===== src/rtl/fmul_result_stage_if.sv =====
// Handshake and data bundle between the FP16 multiplier, the result stage
// and the downstream consumer. The master side drives results in and takes
// results out; the slave side is the result stage itself.
interface fmul_result_stage_if;
    logic        in_Valid;
    logic        in_Ready;
    logic        in_Sign;
    logic [4:0]  in_Exponent;
    logic [9:0]  in_Mantissa;
    logic        in_SC_Exponent_Overflow;
    logic        in_SC_Exponent_Underflow;
    logic        out_Valid;
    logic        out_Ready;
    logic [15:0] out_Result;
    logic [1:0]  out_Exception;

    modport master (
        output in_Valid, in_Sign, in_Exponent, in_Mantissa,
               in_SC_Exponent_Overflow, in_SC_Exponent_Underflow, out_Ready,
        input  in_Ready, out_Valid, out_Result, out_Exception
    );

    modport slave (
        input  in_Valid, in_Sign, in_Exponent, in_Mantissa,
               in_SC_Exponent_Overflow, in_SC_Exponent_Underflow, out_Ready,
        output in_Ready, out_Valid, out_Result, out_Exception
    );
endinterface


===== src/rtl/fmul_result_stage.sv =====
// FP16 multiplier result stage: packs sign/exponent/mantissa into a 16-bit
// word (forcing Inf-like/zero patterns on exception), buffers it in a
// 2-entry FIFO, and keeps sticky exception flags.
// Optional statistics counters are built only when FMUL_RESULT_STATS_EN is
// defined; otherwise Count_Results/Count_Exceptions are tied to zero.
module fmul_result_stage #(
    parameter int CNT_WIDTH = 8
) (
    input  logic                 clk,
    input  logic                 rst_n,
    fmul_result_stage_if.slave   bus,
    input  logic                 in_Clear_Sticky,
    output logic                 Sticky_Overflow,
    output logic                 Sticky_Underflow,
    output logic [CNT_WIDTH-1:0] Count_Results,
    output logic [CNT_WIDTH-1:0] Count_Exceptions
);

    // Overflow dominates underflow; the raw flags travel separately.
    function automatic logic [15:0] pack_word(input logic       sign,
                                              input logic [4:0] expo,
                                              input logic [9:0] mant,
                                              input logic       ovf,
                                              input logic       unf);
        logic [15:0] word;
        if (ovf) begin
            word = {sign, 5'b11111, 10'h3FF};
        end else if (unf) begin
            word = {sign, 15'h0000};
        end else begin
            word = {sign, expo, mant};
        end
        return word;
    endfunction

    logic [1:0][15:0] mem_r;
    logic [1:0][1:0]  exc_r;
    logic             wr_ptr_r;
    logic             rd_ptr_r;
    logic [1:0]       count_r;
    logic             out_valid_r;
    logic [15:0]      out_result_r;
    logic [1:0]       out_exception_r;
    logic             sticky_ovf_r;
    logic             sticky_unf_r;

    logic [1:0][15:0] mem_next_s;
    logic [1:0][1:0]  exc_next_s;
    logic             wr_next_s;
    logic             rd_next_s;
    logic [1:0]       count_next_s;
    logic             in_ready_s;
    logic             push_s;
    logic             pop_s;
    logic             sticky_ovf_next_s;
    logic             sticky_unf_next_s;

    // Handshake qualifiers and next FIFO / sticky state.
    always_comb begin
        in_ready_s   = (count_r < 2'd2) || ((count_r == 2'd2) && bus.out_Ready);
        push_s       = bus.in_Valid && in_ready_s;
        pop_s        = out_valid_r && bus.out_Ready;
        mem_next_s   = mem_r;
        exc_next_s   = exc_r;
        wr_next_s    = wr_ptr_r;
        rd_next_s    = rd_ptr_r;
        count_next_s = count_r;
        if (push_s) begin
            mem_next_s[wr_ptr_r] = pack_word(bus.in_Sign, bus.in_Exponent, bus.in_Mantissa,
                                             bus.in_SC_Exponent_Overflow,
                                             bus.in_SC_Exponent_Underflow);
            exc_next_s[wr_ptr_r] = {bus.in_SC_Exponent_Overflow, bus.in_SC_Exponent_Underflow};
            wr_next_s            = ~wr_ptr_r;
        end else begin
            wr_next_s = wr_ptr_r;
        end
        if (pop_s) begin
            rd_next_s = ~rd_ptr_r;
        end else begin
            rd_next_s = rd_ptr_r;
        end
        case ({push_s, pop_s})
            2'b10:   count_next_s = count_r + 2'd1;
            2'b01:   count_next_s = count_r - 2'd1;
            default: count_next_s = count_r;
        endcase
        // A set in the same cycle as a clear wins.
        sticky_ovf_next_s = (sticky_ovf_r && !in_Clear_Sticky) ||
                            (push_s && bus.in_SC_Exponent_Overflow);
        sticky_unf_next_s = (sticky_unf_r && !in_Clear_Sticky) ||
                            (push_s && bus.in_SC_Exponent_Underflow);
    end

    // FIFO storage, pointers, registered head entry and sticky flags.
    always_ff @(posedge clk or negedge rst_n) begin
        if (!rst_n) begin
            mem_r           <= {2{16'h0000}};
            exc_r           <= {2{2'b00}};
            wr_ptr_r        <= 1'b0;
            rd_ptr_r        <= 1'b0;
            count_r         <= 2'd0;
            out_valid_r     <= 1'b0;
            out_result_r    <= 16'h0000;
            out_exception_r <= 2'b00;
            sticky_ovf_r    <= 1'b0;
            sticky_unf_r    <= 1'b0;
        end else begin
            mem_r           <= mem_next_s;
            exc_r           <= exc_next_s;
            wr_ptr_r        <= wr_next_s;
            rd_ptr_r        <= rd_next_s;
            count_r         <= count_next_s;
            // Head entry is preloaded so it is visible the cycle after a write.
            out_valid_r     <= (count_next_s != 2'd0);
            out_result_r    <= mem_next_s[rd_next_s];
            out_exception_r <= exc_next_s[rd_next_s];
            sticky_ovf_r    <= sticky_ovf_next_s;
            sticky_unf_r    <= sticky_unf_next_s;
        end
    end

    assign bus.in_Ready      = in_ready_s;
    assign bus.out_Valid     = out_valid_r;
    assign bus.out_Result    = out_result_r;
    assign bus.out_Exception = out_exception_r;
    assign Sticky_Overflow   = sticky_ovf_r;
    assign Sticky_Underflow  = sticky_unf_r;

`ifdef FMUL_RESULT_STATS_EN
    localparam logic [CNT_WIDTH-1:0] CNT_MAX = {CNT_WIDTH{1'b1}};

    logic [CNT_WIDTH-1:0] cnt_results_r;
    logic [CNT_WIDTH-1:0] cnt_exceptions_r;

    // Saturating counts of delivered results and of delivered flagged results.
    always_ff @(posedge clk or negedge rst_n) begin
        if (!rst_n) begin
            cnt_results_r    <= {CNT_WIDTH{1'b0}};
            cnt_exceptions_r <= {CNT_WIDTH{1'b0}};
        end else begin
            if (pop_s && (cnt_results_r != CNT_MAX)) begin
                cnt_results_r <= cnt_results_r + {{(CNT_WIDTH-1){1'b0}}, 1'b1};
            end
            if (pop_s && (out_exception_r != 2'b00) && (cnt_exceptions_r != CNT_MAX)) begin
                cnt_exceptions_r <= cnt_exceptions_r + {{(CNT_WIDTH-1){1'b0}}, 1'b1};
            end
        end
    end

    assign Count_Results    = cnt_results_r;
    assign Count_Exceptions = cnt_exceptions_r;
`else
    assign Count_Results    = {CNT_WIDTH{1'b0}};
    assign Count_Exceptions = {CNT_WIDTH{1'b0}};
`endif

endmodule


===== src/flat_wrapper.sv =====
// flat-port wrapper written by rule: the top's interface ports become plain ports
module fmul_result_stage_flat 
#(
    parameter int CNT_WIDTH = 8
)
  (clk, rst_n, in_Clear_Sticky, Sticky_Overflow, Sticky_Underflow, Count_Results, Count_Exceptions, bus_in_Valid, bus_in_Sign, bus_in_Exponent, bus_in_Mantissa, bus_in_SC_Exponent_Overflow, bus_in_SC_Exponent_Underflow, bus_out_Ready, bus_in_Ready, bus_out_Valid, bus_out_Result, bus_out_Exception);
  fmul_result_stage_if bus_i ();
  input  logic clk;
  input  logic rst_n;
  input  logic in_Clear_Sticky;
  output logic Sticky_Overflow;
  output logic Sticky_Underflow;
  output logic [CNT_WIDTH-1:0] Count_Results;
  output logic [CNT_WIDTH-1:0] Count_Exceptions;
  input wire logic [$bits(bus_i.in_Valid)-1:0] bus_in_Valid;
  input wire logic [$bits(bus_i.in_Sign)-1:0] bus_in_Sign;
  input wire logic [$bits(bus_i.in_Exponent)-1:0] bus_in_Exponent;
  input wire logic [$bits(bus_i.in_Mantissa)-1:0] bus_in_Mantissa;
  input wire logic [$bits(bus_i.in_SC_Exponent_Overflow)-1:0] bus_in_SC_Exponent_Overflow;
  input wire logic [$bits(bus_i.in_SC_Exponent_Underflow)-1:0] bus_in_SC_Exponent_Underflow;
  input wire logic [$bits(bus_i.out_Ready)-1:0] bus_out_Ready;
  output wire logic [$bits(bus_i.in_Ready)-1:0] bus_in_Ready;
  output wire logic [$bits(bus_i.out_Valid)-1:0] bus_out_Valid;
  output wire logic [$bits(bus_i.out_Result)-1:0] bus_out_Result;
  output wire logic [$bits(bus_i.out_Exception)-1:0] bus_out_Exception;
  assign bus_i.in_Valid = bus_in_Valid;
  assign bus_i.in_Sign = bus_in_Sign;
  assign bus_i.in_Exponent = bus_in_Exponent;
  assign bus_i.in_Mantissa = bus_in_Mantissa;
  assign bus_i.in_SC_Exponent_Overflow = bus_in_SC_Exponent_Overflow;
  assign bus_i.in_SC_Exponent_Underflow = bus_in_SC_Exponent_Underflow;
  assign bus_i.out_Ready = bus_out_Ready;
  assign bus_in_Ready = bus_i.in_Ready;
  assign bus_out_Valid = bus_i.out_Valid;
  assign bus_out_Result = bus_i.out_Result;
  assign bus_out_Exception = bus_i.out_Exception;
  fmul_result_stage #(.CNT_WIDTH(CNT_WIDTH)) u_core (.clk(clk), .rst_n(rst_n), .bus(bus_i), .in_Clear_Sticky(in_Clear_Sticky), .Sticky_Overflow(Sticky_Overflow), .Sticky_Underflow(Sticky_Underflow), .Count_Results(Count_Results), .Count_Exceptions(Count_Exceptions));
endmodule

===== config.mk =====
export PLATFORM = sky130hd
export DESIGN_NAME = fmul_result_stage_flat
export DESIGN_NICKNAME = d
export VERILOG_FILES = /design/src/rtl/fmul_result_stage_if.sv /design/src/rtl/fmul_result_stage.sv /design/src/flat_wrapper.sv
export SDC_FILE = /design/constraint.sdc
export NUM_CORES = 1
export LEC_CHECK = 0
export ABC_CLOCK_PERIOD_IN_PS = 2100
export BUFFER_PORTS_ARGS = -buffer_cell sky130_fd_sc_hd__clkbuf_2
export CORE_ASPECT_RATIO = 1.25
export CORE_MARGIN = 3
export CORE_UTILIZATION = 35
export CTS_CLUSTER_DIAMETER = 200
export DETAILED_ROUTE_END_ITERATION = 7
export PLACE_DENSITY_LB_ADDON = 0.08
export SETUP_SLACK_MARGIN = 0.05
export SLEW_MARGIN = 20
export SYNTH_ARGS = -nofsm -noshare
export SYNTH_HDL_FRONTEND = slang
export SYNTH_SLANG_ARGS = --single-unit
export TNS_END_PERCENT = 100

===== constraint.sdc =====
create_clock -name clk -period 2.1 [get_ports clk]
set_input_delay 0.105 -clock clk [delete_from_list [all_inputs] [get_ports clk]]
set_output_delay 0.105 -clock clk [all_outputs]
set_load 0.005 [all_outputs]

==> results of run 1 <==
-- worst register-to-register path, stage by stage, from the launching register on --
cell and delay [ns]:
dfrtp_1 0.41, nand2b_1 0.22, nand2_1 0.11, nand2_1 0.08, ha_1 0.32, nor2_1 0.14, xnor2_1 0.09, or2_2 0.27
-- metal layers --
layer | up-vias | wire (µm)
li1 | 1193 | -
met2 | 65 | 3887
met3 | 18 | 348
met4 | 0 | 189
met1 | 1239 | 3741
met5 | - | 0
-- placed cells by master, fill, tap and decap left out --
| cell | instances |
|---|---|
| or2_2 | 1 |
| clkbuf_8 | 12 |
| mux2i_1 | 18 |
| inv_1 | 7 |
| and2_1 | 1 |
| dfrtp_1 | 61 |
| nor2_1 | 16 |
| o221ai_1 | 26 |
| nand2_1 | 19 |
| a21oi_1 | 30 |
| a2111o_1 | 1 |
| buf_4 | 15 |
| a211oi_4 | 1 |
| conb_1 | 16 |
| and2b_1 | 1 |
| xnor2_1 | 4 |
| clkbuf_1 | 2 |
| a22oi_1 | 8 |
| clkbuf_2 | 44 |
| clkinv_1 | 1 |
| nand2b_1 | 1 |
| dlygate4sd3_1 | 2 |
| clkinv_2 | 1 |
| ha_1 | 1 |
| o21ai_0 | 17 |
| o211ai_2 | 1 |
| buf_12 | 1 |
| mux2_2 | 4 |
| o221ai_2 | 10 |
| nor2_4 | 1 |
| o22ai_1 | 2 |
| o221ai_4 | 1 |
| a21o_1 | 15 |
| and3b_1 | 1 |
| a21boi_2 | 1 |
| a22oi_2 | 10 |
-- synth_stat cells --
| cell type | count |
|---|---|
| and2b_1 | 1 |
| clkbuf_1 | 14 |
| o221ai_1 | 26 |
| xnor2_1 | 4 |
| nor2_1 | 16 |
| inv_1 | 7 |
| buf_4 | 18 |
| a21oi_1 | 30 |
| dfrtp_1 | 61 |
| buf_12 | 1 |
| a21o_1 | 15 |
| nand2_1 | 19 |
| buf_2 | 8 |
| buf_6 | 1 |
| or2_2 | 1 |
| o221ai_2 | 10 |
| and2_1 | 1 |
| nor2_4 | 1 |
| conb_1 | 1 |
| o21ai_0 | 17 |
| a2111o_1 | 1 |
| clkinv_1 | 1 |
| o221ai_4 | 1 |
| o211ai_2 | 1 |
| a21boi_2 | 1 |
| mux2i_1 | 18 |
| ha_1 | 1 |
| a211oi_2 | 1 |
| a22oi_1 | 8 |
| mux2_2 | 4 |
| a22oi_2 | 10 |
| o22ai_1 | 2 |
| and3b_1 | 1 |
| nand2b_1 | 1 |
-- what timing repair did --
item / in CTS / in global routing
endpoints found under the setup margin: 0 / 0
hold endpoints to repair: 21 / 0
hold buffers: 2 / 0
setup buffers: 0 / 0
-- flip-flops by register name (all words and copies together), names as in the netlist --
register                  flops
u_core.count_r                2
u_core.bus.out_Valid          1
u_core.mem_r                 32
u_core.wr_ptr_r               1
u_core.exc_r                  4
u_core.Sticky_Underflow       1
u_core.bus.out_Exception      2
u_core.rd_ptr_r               1
u_core.bus.out_Result        16
u_core.Sticky_Overflow        1
-- how the worst max path moves through the flow --
stage                 startpoint              endpoint  slack [ns]  cells past startpoint
3_3_place_gp   u_core.count_r[0]  u_core.bus.out_Valid        0.36                      7
6_report       u_core.count_r[0]  u_core.bus.out_Valid        0.35                      7
5_1_grt        u_core.count_r[0]  u_core.bus.out_Valid        0.22                      8
4_1_cts        u_core.count_r[0]  u_core.bus.out_Valid        0.34                      7
3_5_place_dp   u_core.count_r[0]  u_core.bus.out_Valid        0.35                      7
2_1_floorplan  u_core.count_r[0]  u_core.bus.out_Valid        0.20                      8
-- per-stage QoR --
| step | instance area [µm²] | worst slack, ns | power [mW] | hold slack [ns] |
|---|---|---|---|---|
| 5_1_grt | 3772 | 0.2168 | 6.336 | 0.03204 |
| 3_3_place_gp | 3575 | 0.3582 | 4.910 | 0.1204 |
| 2_1_floorplan | 3323 | 0.1989 | 4.143 | -0.1906 |
| 4_1_cts | 3772 | 0.3390 | 5.938 | 0.03151 |
| 6_report | 3772 | 0.3535 | 5.868 | 0.04185 |
| 3_5_place_dp | 3575 | 0.3510 | 4.940 | 0.1206 |
-- area by class of cell --
type	instances	share of cell area
Sequential cell	61	0.4046
Multi-Input combinational cell	207	0.4017
Timing Repair Buffer	62	0.09884
Clock buffer	14	0.04577
Tap cell	120	0.03980
Inverter	8	0.007960
Clock inverter	1	0.001327
-- power by group through the flow --
stage | registers (mW) | clock network (mW) | logic (mW)
3_5_place_dp | 2.20 | 0 | 2.74
3_3_place_gp | 2.18 | 0 | 2.73
2_1_floorplan | 2.09 | 0 | 2.05
4_1_cts | 2.18 | 0.993 | 2.77
5_1_grt | 2.25 | 1.05 | 3.03
6_report | 2.18 | 0.970 | 2.72
-- logic make-up after synthesis --
logic type	Yosys count	synth area share
compound gates	123	0.3052
flops	61	0.4673
buf+inv	50	0.08847
simple gates	41	0.05439
mux	22	0.06894
xor+xnor	4	0.01072
fa+ha+maj	1	0.003829
other cells	1	0.001148
==> impl_metrics.ini, run 1 <==
[run_status]
status = finished, final reports clean

[global_routing]
grt_pass1_vias = 2516
top_usage_layer = met2
met1_usage = 0.2218
overflow = 0
antenna_found_initial = 0
grt_max_degree = 43
met2_usage = 0.2604
grt_first_pass_wirelength_um = 13530
grt_util_all_layers = 0.1672
globalRouteMet3Util = 0.03496

[final_layout]
seq_area_um2 = 1526
multi_input_area_um2 = 1515
stdcell_count = 473
final_util = 0.4243
syn_to_final_growth_pct = 15.47
drive_gt1_frac = 0.2918
num_antenna_cells = 0
fill_cells = 904
final_nets = 373

[routing]
wire_per_inst_um = 17.27
drcViolationCount = 0
via_count = 2515
ant_nets = 0
wirelength_um = 8167
drt_first_pass_iters = 4
drt_iter0_markers = 107
drt-vias-per-instance = 5.317

[logic_synthesis]
syn_inst = 303
synth_top_cell_area_share = 0.4673
netlist-cell-type-count = 34
ys_ff_latch = 61
synth_area_leaders = dfrtp_1 47%, o221ai_1 7.0%, mux2i_1 5.5%, a21oi_1 4.6%, o221ai_2 4.6%
yosys.area.top_type = dfrtp_1
ys_warn_count = 0
mappedNetlistArea_um2 = 3267
synth.avg_cell_area_um2 = 10.78
seq_area_frac_synth = 0.4673

[worst_setup_path]
critical_path_class = reg -> reg
r2r_cells = 7
end_kind = flip-flop
crit_path_cell_trace = nand2b_1 > nand2_1 > nand2_1 > ha_1 > nor2_1 > xnor2_1 > or2_2
critPathTopFamily = simple AND/OR/NAND/NOR gates
max_stage_delay_ns = 0.41
critical_path_peak_fanout = 4
reg2reg_from = u_core.count_r[0]
startpoint_type = flip-flop
rrSetupSlack_ns = 0.35
critical_path_buf_inv_count = 0
critPathSlowestCell = dfrtp_1
crit_required_ns = 2.33
cp.arrival_ns = 1.98
critPathMostFrequentCell = nand2_1
timing.rr.end = u_core.bus.out_Valid

[cts]
cts_buffer_depth = 2
cts_root_buf = clkbuf_8
cts.sinks = 61
cts_tree = yes
cts_resized = 0
cts_buffers = 9
htree_levels = 3
clk_pin_slew_ns = 0.07
worst_skew_pair.late_latency_ns = 0.35

[timing]
timing.fmax_mhz = 572.6
worst_pin_slew_ns = 0.7607
hold_viol = 0
rsz0062_at_grt = no
tns_ns = 0
finClkSkew_ns = 0.006637
max_slew_margin = 0.4929
drv_slew = 0
period_needed_ns = 1.747
setup_viol = 0
fin_crit_sh = 0.8317

[floorplanning]
core_um2 = 8891
initial_core_util = 0.3674
pin_count = 61
dieArea_um2 = 10540
fp.dieH_um = 114.0
die_w_um = 92.41
core.rowCount = 38

[run]
maxCapViolCount = 0

[placed_design]
place_inst = 456
dpl.hpwl_um = 5124
gp_congestion = 0.7388
numPortBuffers = 44

[pwr]
vdd_ir_drop_max_v = 0.0005232
p_int_mw = 3.534
power_frac_comb = 0.463
power_switching_mw = 2.334
seqPwrFrac = 0.371
cellPowerDensity_nw_per_um2 = 1555
switching_share = 0.3977
power.leakage_nw = 1.713
clockPowerShare = 0.165

[min_path]
hold-path-cell-count = 2
hold_path_end = u_core.exc_r[0]
min-delay-start = bus_in_SC_Exponent_Underflow
hold_class = in -> reg
Note: power is estimated with default switching activity, not from simulation.
==> run 2: changes to the inputs <==
--- a/config.mk
+++ b/config.mk
@@ -5,7 +5,7 @@
 export SDC_FILE = /design/constraint.sdc
 export NUM_CORES = 1
 export LEC_CHECK = 0
-export ABC_CLOCK_PERIOD_IN_PS = 2100
+export ABC_CLOCK_PERIOD_IN_PS = 1700
 export BUFFER_PORTS_ARGS = -buffer_cell sky130_fd_sc_hd__clkbuf_2
 export CORE_ASPECT_RATIO = 1.25
 export CORE_MARGIN = 3
==> constraint.sdc (replaced) <==
create_clock -name clk -period 1.7 [get_ports clk]
set_input_delay 0.085 -clock clk [delete_from_list [all_inputs] [get_ports clk]]
set_output_delay 0.085 -clock clk [all_outputs]
set_load 0.005 [all_outputs]
==> run 2 against run 1 <==
- combinational power rose by 39%
- critical path depth fell by 2
- global-route usage grew 0.15 points
- utilization rose by 2.9 points
- first-iteration DRC count decreased by 1.9%
- via count increased by 2.5%
- sequential cell count unchanged
- sequential share of layout area decreased by 2.6 points
- total power rose by 33%
- clock skew grew 0.0032 ns
- fmax is 6.2% higher
- final cell count increased by 3.2%
- critical path type unchanged
- highest routed layer unchanged
==> impl_metrics.ini, run 2 (same netlist as run 1, synthesis figures left out) <==
[run_status]
status = finished, final reports clean

[timing]
holdWs_ns = 0.03692
setup_viol = 0
rsz0062_at_grt = yes
period_needed_ns = 1.644
fin_crit_sh = 0.9673
drv_slew = 0
finClkSkew_ns = 0.009848
timing.fmax_mhz = 608.1
hold_viol = 0
max_slew_margin = 0.5732
worst_pin_slew_ns = 0.6402
tns_ns = 0

[pwr]
cellPowerDensity_nw_per_um2 = 1934
p_int_mw = 4.808
seqPwrFrac = 0.340
power.leakage_nw = 1.843
vdd_ir_drop_max_v = 0.0006325
power_switching_mw = 2.990
clockPowerShare = 0.175
switching_share = 0.3834
power_frac_comb = 0.485

[floorplanning]
fp.dieH_um = 114.0
pin_count = 61
die_w_um = 92.41
core.rowCount = 38
dieArea_um2 = 10540
core_um2 = 8891
initial_core_util = 0.3674

[routing]
ant_nets = 0
drt_iter0_markers = 105
drt_first_pass_iters = 4
wirelength_um = 8444
wire_per_inst_um = 17.30
via_count = 2579
drt-vias-per-instance = 5.285
drcViolationCount = 0

[cts]
cts_root_buf = clkbuf_8
clk_pin_slew_ns = 0.07
htree_levels = 3
cts_tree = yes
cts_buffers = 9
cts_buffer_depth = 2
cts.sinks = 61
worst_skew_pair.late_latency_ns = 0.34

[global_routing]
grt_util_all_layers = 0.1687
grt_max_degree = 35
antenna_found_initial = 0
grt_first_pass_wirelength_um = 13760
overflow = 0
grt_pass1_vias = 2623

[worst_setup_path]
reg2reg_from = u_core.bus.out_Valid
r2r_cells = 5
crit_path_end = u_core.bus.out_Result[3]
setup.worst_path.start = u_core.bus.out_Valid
rrSetupSlack_ns = 0.06
critical_path_peak_fanout = 11
critical_path_buf_inv_count = 1
crit_required_ns = 1.89
critPathTopFamily = compound AO/OA/AOI/OAI gates
critPathSlowestCell = a2111o_1
end_kind = flip-flop
max_stage_delay_ns = 0.41
startpoint_type = flip-flop
timing.rr.end = u_core.bus.out_Result[3]
critical_path_class = reg -> reg
cp.arrival_ns = 1.83
worst-path-stages = 5
crit_path_cell_trace = and3b_2 > a2111o_1 > buf_6 > o221ai_1 > a22oi_1

[final_layout]
final_common_cell = dfrtp_1
multi_input_area_um2 = 1558
top_register = u_core.mem_r
fill_cells = 867
layout_common_cells = 61 x dfrtp_1, 44 x clkbuf_2, 30 x a21oi_1
syn_to_final_growth_pct = 23.40
drive_gt1_frac = 0.3424
final_util = 0.4534
num_antenna_cells = 0
final_nets = 387
largest_register_ffs = 32
seq_area_um2 = 1526

[placed_design]
dpl.hpwl_um = 5556
gp_congestion = 0.7436
numPortBuffers = 44

[run]
maxCapViolCount = 0

[min_path]
min-delay-start = bus_in_Sign
hold_class = in -> reg
==> run 2: cell count changes in the layout (fill, tap and decap cells not counted), sizes merged <==
cell	change
buf	+14
clkbuf	-2
clkinv	+2
bufinv	+1
==> run 2: area by class of cell <==
class / count / share of cell area
repair buffers: 76 / 0.1381
well taps: 120 / 0.03724
multi-input cells: 207 / 0.3864
clock inverters: 4 / 0.01117
inverters: 8 / 0.007449
flip-flops and latches: 61 / 0.3786
clock buffers: 12 / 0.04097
==> run 2: worst reg2reg max path, delay by kind of cell, from the launching register on <==
| kind | cells | cell delay, ns |
|---|---|---|
| flip-flops | 1 | 0.37 |
| buffers and inverters | 1 | 0.18 |
| AO/OA/AOI/OAI | 3 | 0.69 |
| AND/OR/NAND/NOR | 1 | 0.26 |
==> run 2: power groups by stage <==
| stage | logic, mW | registers (mW) | clock network [mW] |
|---|---|---|---|
| after CTS | 3.77 | 2.65 | 1.41 |
| final | 3.78 | 2.66 | 1.36 |
| after floorplan | 2.60 | 2.58 | 0 |
| after detailed placement | 3.71 | 2.68 | 0 |
| after global placement | 3.64 | 2.67 | 0 |
| after global routing | 4.17 | 2.74 | 1.47 |
==> run 2: per-stage QoR <==
step | area (µm²) | power (mW) | worst slack [ns] | instances
4_1_cts | 3995 | 7.835 | 0.06403 | 485
2_1_floorplan | 3357 | 5.182 | 0.03670 | 318
3_3_place_gp | 3732 | 6.308 | 0.009866 | 465
5_1_grt | 4031 | 8.383 | -0.01193 | 488
6_report | 4031 | 7.798 | 0.05566 | 488
3_5_place_dp | 3732 | 6.385 | 0.006845 | 465
==> run 2: what timing repair did <==
item                                   4_1_cts  5_1_grt
setup buffers                                2        3
resized for setup                            2        2
pin swaps                                    1        4
endpoints found under the hold margin       21        0
setup endpoints to repair                   18       26
hold buffers                                 2        0
==> run 2: metal layers <==
metal,wire length (µm),part of all wire,track usage,up-vias
met5,0,0,0,-
met1,3871,0.46,0.2212,1287
met4,131,0.016,0.06442,0
met2,4123,0.49,0.2773,61
met3,318,0.038,0.03034,12
li1,-,-,-,1219
==> run 2: how the worst min path moves through the flow <==
stage	to	slack, ns	cells past startpoint
final	u_core.mem_r[31]	0.04	2
after global routing	u_core.mem_r[15]	0.03	2
after CTS	u_core.mem_r[15]	0.02	2
after detailed placement	u_core.count_r[1]	0.14	1
after global placement	u_core.count_r[0]	0.14	1
after floorplan	u_core.Sticky_Overflow	-0.21	0
==> run 3: changes to the inputs <==
--- a/config.mk
+++ b/config.mk
@@ -9,7 +9,7 @@
 export BUFFER_PORTS_ARGS = -buffer_cell sky130_fd_sc_hd__clkbuf_2
 export CORE_ASPECT_RATIO = 1.25
 export CORE_MARGIN = 3
-export CORE_UTILIZATION = 35
+export CORE_UTILIZATION = 50
 export CTS_CLUSTER_DIAMETER = 200
 export DETAILED_ROUTE_END_ITERATION = 7
 export PLACE_DENSITY_LB_ADDON = 0.08
==> run 3 against run 2 <==
- utilization rose by 17 points
- clock power down 24%
- sequential cell count is the same
- routed wire length decreased by 8.8%
- largest cell class unchanged
==> impl_metrics.ini, run 3 (same netlist as run 1, synthesis figures left out) <==
[run_status]
status = finished, final reports clean

[timing]
timing.fmax_mhz = 620.1
period_needed_ns = 1.613
drv_slew = 0
worst_pin_slew_ns = 0.7394
holdWs_ns = 0.04824
tns_ns = 0
hold_viol = 0
setup_viol = 0
setup_ws_ns = 0.08742
fin_crit_sh = 0.9486
finClkSkew_ns = 0.005871
max_slew_margin = 0.5071
rsz0062_at_grt = yes

[global_routing]
overflow = 0
antenna_found_initial = 0
grt_util_all_layers = 0.2202
grt_pass1_vias = 2514
grt_max_degree = 62
grt_first_pass_wirelength_um = 12530

[cts]
cts_buffer_depth = 2
htree_levels = 3
cts_root_buf = clkbuf_8
clk_pin_slew_ns = 0.07
cts_buffers = 9
cts_tree = yes
cts.sinks = 61
worst_skew_pair.late_latency_ns = 0.34

[pwr]
power_frac_comb = 0.507
cellPowerDensity_nw_per_um2 = 1920
power.leakage_nw = 1.777
power_switching_mw = 3.001
p_int_mw = 4.532
seqPwrFrac = 0.356
vdd_ir_drop_max_v = 0.0009496
clockPowerShare = 0.137
switching_share = 0.3984

[placed_design]
numPortBuffers = 44
dpl_worst_slack_ns = 0.01178
dpl.hpwl_um = 4868
gp_congestion = 0.7637

[run]
maxCapViolCount = 0

[final_layout]
top_register = u_core.mem_r
largest_register_ffs = 32
final_util = 0.6282
syn_to_final_growth_pct = 20.11
fill_cells = 553
final_nets = 380
num_antenna_cells = 0
layout_common_cells = 61 x dfrtp_1, 44 x clkbuf_2, 30 x a21oi_1
final_common_cell = dfrtp_1
drive_gt1_frac = 0.3398

[routing]
drcViolationCount = 0
wire_per_inst_um = 17.34
drt_first_pass_iters = 4
via_count = 2547
drt-vias-per-instance = 5.736
ant_nets = 0
wirelength_um = 7698
drt_iter0_markers = 103

[worst_setup_path]
critical_path_class = reg -> reg
end_kind = flip-flop
cp.arrival_ns = 1.82
startpoint_type = flip-flop
crit_required_ns = 1.91
critical_path_peak_fanout = 7
rrSetupSlack_ns = 0.09

[floorplanning]
pin_count = 61
fp.dieH_um = 96.38
core_um2 = 6246
die_w_um = 78.30
core.rowCount = 32
dieArea_um2 = 7546
initial_core_util = 0.5230

[min_path]
hold_class = in -> reg
[run 3: path summary, 6_finish.rpt]
kind                                                    from                       end  depth (start not counted)
worst max-delay path                    u_core.bus.out_Valid  u_core.bus.out_Result[3]                          5
worst min-delay path            bus_in_SC_Exponent_Underflow           u_core.exc_r[0]                          2
worst max register to register          u_core.bus.out_Valid  u_core.bus.out_Result[3]                          5
worst min register to register              u_core.mem_r[19]          u_core.mem_r[19]                          2
max in group asynchronous                              rst_n          u_core.mem_r[14]                          3
min in group asynchronous                              rst_n      u_core.bus.out_Valid                          3
[run 3: what timing repair did]
item	CTS	global route
resized for setup	0	19
hold buffers	2	0
pin swaps	2	19
endpoints found under the hold margin	63	0
endpoints found under the setup margin	18	19
gates cloned	0	0
buffers inserted	2	1
[run 3: stage by stage]
step / instance area, µm² / power [mW] / instances
floorplan: 3357 / 5.182 / 318
global placement: 3626 / 6.159 / 425
detailed placement: 3626 / 6.252 / 425
CTS: 3807 / 7.319 / 443
global route: 3924 / 8.077 / 444
finish: 3924 / 7.532 / 444
[run 3: routing by layer]
| layer | routed length (µm) | up-vias | GRT usage |
|---|---|---|---|
| li1 | - | 1211 | - |
| met1 | 3524 | 1255 | 0.2926 |
| met2 | 3743 | 68 | 0.3479 |
| met3 | 290 | 13 | 0.04082 |
| met4 | 140 | 0 | 0.1108 |
| met5 | 0 | - | 0 |
[run 3: worst max-delay path: stages, from the launching register on]
cell and delay, ns:
dfrtp_1 0.39, and3b_2 0.26, a2111o_1 0.39, buf_6 0.19, o221ai_1 0.17, a22oi_1 0.09
[run 3: final cells by class]
type	instances	area, µm²	share of cell area
Inverter	8	30.03	0.007653
Timing Repair Buffer	69	489.2	0.1247
Multi-Input combinational cell	207	1625	0.4142
Clock inverter	3	15.01	0.003827
Tap cell	85	106.4	0.02710
Sequential cell	61	1526	0.3890
Clock buffer	11	131.4	0.03348
[run 3: power groups by stage]
stage	clock network (mW)	logic, mW	registers [mW]
2_1_floorplan	0	2.60	2.58
3_3_place_gp	0	3.50	2.66
3_5_place_dp	0	3.58	2.67
4_1_cts	1.06	3.61	2.65
5_1_grt	1.13	4.19	2.76
6_report	1.03	3.82	2.68
